===== config.mk =====
export PLATFORM = sky130hd
export DESIGN_NAME = gnn_0_example_bias_add_flat
export DESIGN_NICKNAME = d
export VERILOG_FILES = /design/src/rtl/gnn_0_example_bias_add_if.sv /design/src/rtl/gnn_0_example_bias_add.sv /design/src/flat_wrapper.sv
export SDC_FILE = /design/constraint.sdc
export NUM_CORES = 2
export LEC_CHECK = 0
export BUFFER_PORTS_ARGS = -buffer_cell sky130_fd_sc_hd__buf_4
export CORE_AREA = 10 10 631 633
export CTS_CLUSTER_DIAMETER = 150
export DETAILED_ROUTE_END_ITERATION = 6
export DIE_AREA = 0 0 641 643
export PLACE_DENSITY = 0.34
export SYNTH_ARGS = -nofsm -noshare
export SYNTH_HDL_FRONTEND = slang
export SYNTH_SLANG_ARGS = --single-unit

===== constraint.sdc =====
create_clock -name kernel_clk -period 3.8 [get_ports kernel_clk]
set_input_delay 0.38 -clock kernel_clk [delete_from_list [all_inputs] [get_ports kernel_clk]]
set_output_delay 0.38 -clock kernel_clk [all_outputs]
set_load 0.01 [all_outputs]

===== src/rtl/gnn_0_example_bias_add_if.sv =====
// gnn_0_example_bias_add_if: control, bias-buffer read port and AXI4-Stream in/out of the bias adder
interface gnn_0_example_bias_add_if #(
  parameter int BIAS_ADD_INST_LENGTH = 96,
  parameter int C_M_AXI_DATA_WIDTH = 512,
  parameter int LP_BUF_ADDR_WIDTH = 9
);
  logic ap_start;
  logic ap_done;
  logic [BIAS_ADD_INST_LENGTH-1:0] ctrl_instruction;
  logic [LP_BUF_ADDR_WIDTH-1:0] bias_read_buffer_a_addr;
  logic [C_M_AXI_DATA_WIDTH-1:0] bias_read_buffer_a_data;
  logic s_axis_tvalid;
  logic s_axis_tready;
  logic [C_M_AXI_DATA_WIDTH-1:0] s_axis_tdata;
  logic m_axis_tvalid;
  logic m_axis_tready;
  logic [C_M_AXI_DATA_WIDTH-1:0] m_axis_tdata;
  logic m_axis_tlast;
  modport slave (
    input ap_start, ctrl_instruction, bias_read_buffer_a_data, s_axis_tvalid, s_axis_tdata, m_axis_tready,
    output ap_done, bias_read_buffer_a_addr, s_axis_tready, m_axis_tvalid, m_axis_tdata, m_axis_tlast
  );
  modport master (
    output ap_start, ctrl_instruction, bias_read_buffer_a_data, s_axis_tvalid, s_axis_tdata, m_axis_tready,
    input ap_done, bias_read_buffer_a_addr, s_axis_tready, m_axis_tvalid, m_axis_tdata, m_axis_tlast
  );
endinterface


===== src/rtl/gnn_0_example_bias_add.sv =====
// gnn_0_example_bias_add: lane-wise bias add with optional ReLU on a 512-bit result stream
module gnn_0_example_bias_add #(
  parameter int BIAS_ADD_INST_LENGTH = 96,
  parameter int C_M_AXI_DATA_WIDTH = 512,
  parameter int C_ADDER_BIT_WIDTH = 32,
  parameter int LP_BUF_ADDR_WIDTH = 9
) (
  input logic kernel_clk,
  input logic kernel_rst,
  gnn_0_example_bias_add_if.slave bus
);
  localparam int LANES = C_M_AXI_DATA_WIDTH / C_ADDER_BIT_WIDTH;
  localparam int DW = C_M_AXI_DATA_WIDTH;
  localparam int AW = LP_BUF_ADDR_WIDTH;
  localparam int LW = C_ADDER_BIT_WIDTH;
  typedef enum logic [1:0] {IDLE, RUN, DONE} state_t;
  state_t state, state_nxt;
  logic [AW-1:0] bias_start, next_addr, s1_addr;
  logic [15:0] bias_len, col, len_in;
  logic [31:0] total, in_cnt, out_cnt;
  logic relu_en, s1_valid, s1_last, m_valid, m_last, adv, accept;
  logic [DW-1:0] s1_data, m_data, res;
  logic unused_inst_bits;
  assign unused_inst_bits = ^{bus.ctrl_instruction[BIAS_ADD_INST_LENGTH-1:65], bus.ctrl_instruction[15:AW]};
  assign len_in = (bus.ctrl_instruction[31:16] == 16'd0) ? 16'd1 : bus.ctrl_instruction[31:16];
  assign next_addr = bias_start + col[AW-1:0];
  assign adv = s1_valid && (!m_valid || bus.m_axis_tready);
  assign bus.s_axis_tready = (state == RUN) && (in_cnt < total) && (!s1_valid || adv);
  assign accept = bus.s_axis_tvalid && bus.s_axis_tready;
  // Holding the address while S1 is stalled keeps the synchronous read data valid.
  assign bus.bias_read_buffer_a_addr = (s1_valid && !adv) ? s1_addr : next_addr;
  assign bus.ap_done = (state == DONE);
  assign bus.m_axis_tvalid = m_valid;
  assign bus.m_axis_tdata = m_data;
  assign bus.m_axis_tlast = m_last;
  always_comb begin
    state_nxt = (state == IDLE && bus.ap_start) ? RUN :
                (state == RUN && in_cnt == total && out_cnt == total) ? DONE :
                (state == DONE) ? IDLE : state;
  end
  always_comb begin
    res = '0;
    for (int k = 0; k < LANES; k++) begin
      res[k*LW +: LW] = s1_data[k*LW +: LW] + bus.bias_read_buffer_a_data[k*LW +: LW];
      if (relu_en && res[k*LW + LW - 1]) res[k*LW +: LW] = '0;
    end
  end
  always_ff @(posedge kernel_clk) begin
    if (kernel_rst) begin
      state <= IDLE;
      bias_start <= '0;
      bias_len <= 16'd1;
      total <= '0;
      relu_en <= 1'b0;
      col <= '0;
      in_cnt <= '0;
      out_cnt <= '0;
      s1_valid <= 1'b0;
      s1_data <= '0;
      s1_addr <= '0;
      s1_last <= 1'b0;
      m_valid <= 1'b0;
      m_data <= '0;
      m_last <= 1'b0;
    end else begin
      state <= state_nxt;
      if (state == IDLE && bus.ap_start) begin
        bias_start <= bus.ctrl_instruction[AW-1:0];
        bias_len <= len_in;
        total <= bus.ctrl_instruction[63:32];
        relu_en <= bus.ctrl_instruction[64];
        col <= '0;
        in_cnt <= '0;
        out_cnt <= '0;
      end
      if (accept) begin
        col <= (col == bias_len - 16'd1) ? 16'd0 : col + 16'd1;
        in_cnt <= in_cnt + 32'd1;
        s1_valid <= 1'b1;
        s1_data <= bus.s_axis_tdata;
        s1_addr <= next_addr;
        s1_last <= (in_cnt == total - 32'd1);
      end else if (adv) s1_valid <= 1'b0;
      if (adv) begin
        m_valid <= 1'b1;
        m_data <= res;
        m_last <= s1_last;
      end else if (bus.m_axis_tready) m_valid <= 1'b0;
      if (m_valid && bus.m_axis_tready) out_cnt <= out_cnt + 32'd1;
    end
  end
endmodule


===== src/flat_wrapper.sv =====
// flat-port wrapper written by rule: the top's interface ports become plain ports
module gnn_0_example_bias_add_flat 
#(
  parameter int BIAS_ADD_INST_LENGTH = 96,
  parameter int C_M_AXI_DATA_WIDTH = 512,
  parameter int C_ADDER_BIT_WIDTH = 32,
  parameter int LP_BUF_ADDR_WIDTH = 9
)
  (kernel_clk, kernel_rst, bus_ap_start, bus_ctrl_instruction, bus_bias_read_buffer_a_data, bus_s_axis_tvalid, bus_s_axis_tdata, bus_m_axis_tready, bus_ap_done, bus_bias_read_buffer_a_addr, bus_s_axis_tready, bus_m_axis_tvalid, bus_m_axis_tdata, bus_m_axis_tlast);
  gnn_0_example_bias_add_if #(.BIAS_ADD_INST_LENGTH(BIAS_ADD_INST_LENGTH), .C_M_AXI_DATA_WIDTH(C_M_AXI_DATA_WIDTH), .LP_BUF_ADDR_WIDTH(LP_BUF_ADDR_WIDTH)) bus_i ();
  input logic kernel_clk;
  input logic kernel_rst;
  input wire logic [$bits(bus_i.ap_start)-1:0] bus_ap_start;
  input wire logic [$bits(bus_i.ctrl_instruction)-1:0] bus_ctrl_instruction;
  input wire logic [$bits(bus_i.bias_read_buffer_a_data)-1:0] bus_bias_read_buffer_a_data;
  input wire logic [$bits(bus_i.s_axis_tvalid)-1:0] bus_s_axis_tvalid;
  input wire logic [$bits(bus_i.s_axis_tdata)-1:0] bus_s_axis_tdata;
  input wire logic [$bits(bus_i.m_axis_tready)-1:0] bus_m_axis_tready;
  output wire logic [$bits(bus_i.ap_done)-1:0] bus_ap_done;
  output wire logic [$bits(bus_i.bias_read_buffer_a_addr)-1:0] bus_bias_read_buffer_a_addr;
  output wire logic [$bits(bus_i.s_axis_tready)-1:0] bus_s_axis_tready;
  output wire logic [$bits(bus_i.m_axis_tvalid)-1:0] bus_m_axis_tvalid;
  output wire logic [$bits(bus_i.m_axis_tdata)-1:0] bus_m_axis_tdata;
  output wire logic [$bits(bus_i.m_axis_tlast)-1:0] bus_m_axis_tlast;
  assign bus_i.ap_start = bus_ap_start;
  assign bus_i.ctrl_instruction = bus_ctrl_instruction;
  assign bus_i.bias_read_buffer_a_data = bus_bias_read_buffer_a_data;
  assign bus_i.s_axis_tvalid = bus_s_axis_tvalid;
  assign bus_i.s_axis_tdata = bus_s_axis_tdata;
  assign bus_i.m_axis_tready = bus_m_axis_tready;
  assign bus_ap_done = bus_i.ap_done;
  assign bus_bias_read_buffer_a_addr = bus_i.bias_read_buffer_a_addr;
  assign bus_s_axis_tready = bus_i.s_axis_tready;
  assign bus_m_axis_tvalid = bus_i.m_axis_tvalid;
  assign bus_m_axis_tdata = bus_i.m_axis_tdata;
  assign bus_m_axis_tlast = bus_i.m_axis_tlast;
  gnn_0_example_bias_add #(.BIAS_ADD_INST_LENGTH(BIAS_ADD_INST_LENGTH), .C_M_AXI_DATA_WIDTH(C_M_AXI_DATA_WIDTH), .C_ADDER_BIT_WIDTH(C_ADDER_BIT_WIDTH), .LP_BUF_ADDR_WIDTH(LP_BUF_ADDR_WIDTH)) u_core (.kernel_clk(kernel_clk), .kernel_rst(kernel_rst), .bus(bus_i));
endmodule

==> results.toml <==
[global_route]
track_usage = 0.2029
grt-ovfl-total = 0
grt_pass1_wl_um = 604200
antenna_found_initial = 188
grt_start_max_net_pins = 172
grt_pass1_vias = 74700

[sta]
rsz0062_at_grt = "false"
fin_setup_tns_ns = 0
clock_skew_ns = 0.05330
final_max_slew_viol_count = 0
min_period_ns = 3.620
final_hold_viol_count = 0
period_share = 0.9526
setup_ws_ns = 0.1802
setup-violations-final = 0
max_slew_margin = 0.2530
holdWs_ns = 0.08532
fmax_mhz = 276.3
worst_slew_pin_slew_ns = 1.121

[worst_setup_path]
reg2reg_depth = 13
cp_top_family = "simple AND/OR/NAND/NOR gates"
regToRegEndpoint = "u_core.bus.m_axis_tdata[318]"
cp_max_fo = 6
rrSetupSlack_ns = 0.21
crit_buf_inv = 3
worstSetupEndpointType = "output port"
criticalPathCategory = "reg -> out"
crit_slowest_cell = "or4_1"
cp_cell_sequence = "ha_1, and3_1, nand3_1, or4_1, o21a_1, buf_4, a21boi_0, buf_4, buf_4"
cpMostUsedCell = "buf_4"
worstSetupEndpoint = "bus_s_axis_tready"
cp.arrival_ns = 3.24
slowest_delay_ns = 0.55
worstSetupStartpointType = "flop"
r2r-start = "u_core.s1_data[288]"
required_ns = 3.42
crit_path_start = "u_core.in_cnt[19]"
cp.depth = 9

[drt]
viasPerCell = 4.569
dr.pass1.iters = 6
ant_nets = 0
drt_iter0_drc = 4998
route.detailed.drc = 0
wl_um = 441600
wl_per_cell_um = 27.17
vias = 74250

[floorplanning]
die_h_um = 643
coreArea_mm2 = 0.3848
io_pins = 1650
die_w_um = 641
rows = 228
die-area_mm2 = 0.4122
start_util = 0.1781

[hold_path]
hold_path.class = "in -> reg"
hold_depth = 4

[synthesis]
synth_top_area_frac = 0.3437
async_flop_share = 0
syn_nets = 10460
synth_flop_cell = "dfxtp_1"
synthTopCellsByArea = "dfxtp_1, nand2_1, ha_1"
synth_cell_types = 95
ys_warn_count = 0
synth-edff-count = 0
synthCells = 8775
ys_ff_latch = 1177
syn_area_per_cell_um2 = 7.813
synth_top_cell_by_area = "dfxtp_1"
yosysSeqAreaShare = 0.3437
syn_area_mm2 = 0.06856

[placement]
dp_hpwl_um = 365900
place_ws_ns = 0.06317
gp_congestion = 0.8974
place_inst = 15190
io_buffers = 1611

[cells_and_area]
post_layout_nonfiller_instances = 16250
finalNetCount = 12680
regArea_mm2 = 0.02357
fill_cells = 42070
final_cell_mix = "nand2_1, buf_4, a21oi_1"
layout_commonest_cell = "nand2_1"
multi_input_area_mm2 = 0.04274
area_delta_synth_final_pct = 46.07
drive_above_1_share = 0.1985

[job]
max_cap_violations = 0

[clocking]
numCtsBuffers = 171
cts_buffer_depth = 4
cts.sinks = 1177
cts_tree = "done"
ctsHtreeMaxLevel = 4
clkLatencyLatePin_ns = 0.87
clkTransAtPathRegs_ns = 0.06
root_buffer = "clkbuf_16"

[power_and_ir_drop]
power_density_mw_per_mm2 = 372.2
ir_drop_uv = 277.7
leakage_nw = 42.99

[run_status]
outcome = "finished, final reports clean"
==> layer usage <==
layer  global-route usage  share of wire  vias to the layer above
li1                     -              -                    35610
met4              0.06496          0.034                       56
met3              0.04180          0.057                      555
met5                    0        0.00077                        -
met2               0.3555           0.49                     2095
met1               0.2470           0.42                    35930
==> worst min-delay path by stage <==
stage | from | slack, ns | endpoint
2_1_floorplan | u_core.s1_last | 0.43 | u_core.bus.m_axis_tlast
3_3_place_gp | u_core.bus.m_axis_tdata[370] | 0.44 | u_core.bus.m_axis_tdata[370]
3_5_place_dp | u_core.bus.m_axis_tdata[19] | 0.44 | u_core.bus.m_axis_tdata[19]
4_1_cts | bus_bias_read_buffer_a_data[194] | 0.00002 | u_core.bus.m_axis_tdata[194]
5_1_grt | bus_s_axis_tdata[453] | 0.03 | u_core.s1_data[453]
6_report | bus_bias_read_buffer_a_data[25] | 0.09 | u_core.bus.m_axis_tdata[25]
==> registers in the layout, summed over array words and instances (netlist names) <==
name and flops:
u_core.bias_len 16, u_core.bus.m_axis_tdata 512, u_core.s1_valid 1, u_core.s1_last 1, u_core.bus.m_axis_tvalid 1, u_core.s1_data 512, u_core.state 2, u_core.total 32
u_core.s1_addr 9, u_core.relu_en 1, u_core.in_cnt 32, u_core.col 16, u_core.out_cnt 32, u_core.bus.m_axis_tlast 1, u_core.bias_start 9
==> cell type report <==
cell class,instances,share of cell area
Antenna cell,70,0.001749
Timing Repair Buffer,2511,0.2114
Sequential cell,1177,0.2354
Tap cell,5060,0.06322
Multi-Input combinational cell,6976,0.4268
Clock inverter,49,0.005997
Clock buffer,251,0.04955
Inverter,155,0.005810
==> stage by stage <==
| step | utilization | total power, mW | area, µm² |
|---|---|---|---|
| floorplan | - | 16.93 | 68560 |
| global placement | 0.2273 | 20.39 | 87490 |
| detailed placement | 0.2273 | 20.38 | 87490 |
| CTS | 0.2596 | 37.95 | 99920 |
| global route | 0.2601 | 38.95 | 100100 |
| finish | 0.2602 | 37.27 | 100100 |
==> synth_stat cells, drive strengths merged, types with 17 or more instances <==
master	n
o21a	64
o31ai	26
a2111oi	19
buf	58
and2	37
clkbuf	409
a22oi	20
a31o	20
and4	17
xor2	223
nor3	83
nor4	37
nand3	358
xnor2	341
a22o	111
nor2	325
dfxtp	1177
a21oi	1299
o21ai	399
a311oi	17
nand4	96
a21o	341
nand2b	62
or3	40
a221oi	18
or2	23
nor2b	50
nand2	1854
a211oi	61
and3	74
o211ai	35
mux2	22
fa	17
a31oi	68
a21boi	19
inv	155
ha	541
o21bai	63
==> power breakdown <==
group	internal (mW)	leakage [nW]	total, mW	switching [mW]
clock network	9.66	2.71	16.5	6.83
registers	12.8	9.55	13.2	0.385
logic	3.30	30.7	7.60	4.30
total	25.8	43.0	37.3	11.5
==> cells by family after synthesis <==
| family | Yosys count | share of synthesized area |
|---|---|---|
| buf+inv | 622 | 0.03482 |
| mux | 38 | 0.005950 |
| flops | 1177 | 0.3437 |
| simple gates | 3097 | 0.1975 |
| compound gates | 2719 | 0.2422 |
| fa+ha+maj | 558 | 0.1037 |
| xor+xnor | 564 | 0.07205 |
==> tightest hold or removal path: cells and delay by family <==
kind / cells / cell delay, ns
compound gates: 1 / 0.14
xor+xnor: 1 / 0.09
fa+ha+maj: 1 / 0.21
buf+inv: 1 / 0.09
==> what timing repair did <==
| item | CTS | global route |
|---|---|---|
| hold endpoints to repair | 678 | 0 |
| setup endpoints to repair | 2 | 7 |
| pin swaps | 1 | 7 |
| hold buffers | 685 | 0 |
| setup buffers | 0 | 1 |
| gates resized for setup | 6 | 15 |
(Power assumes the default switching activity.)
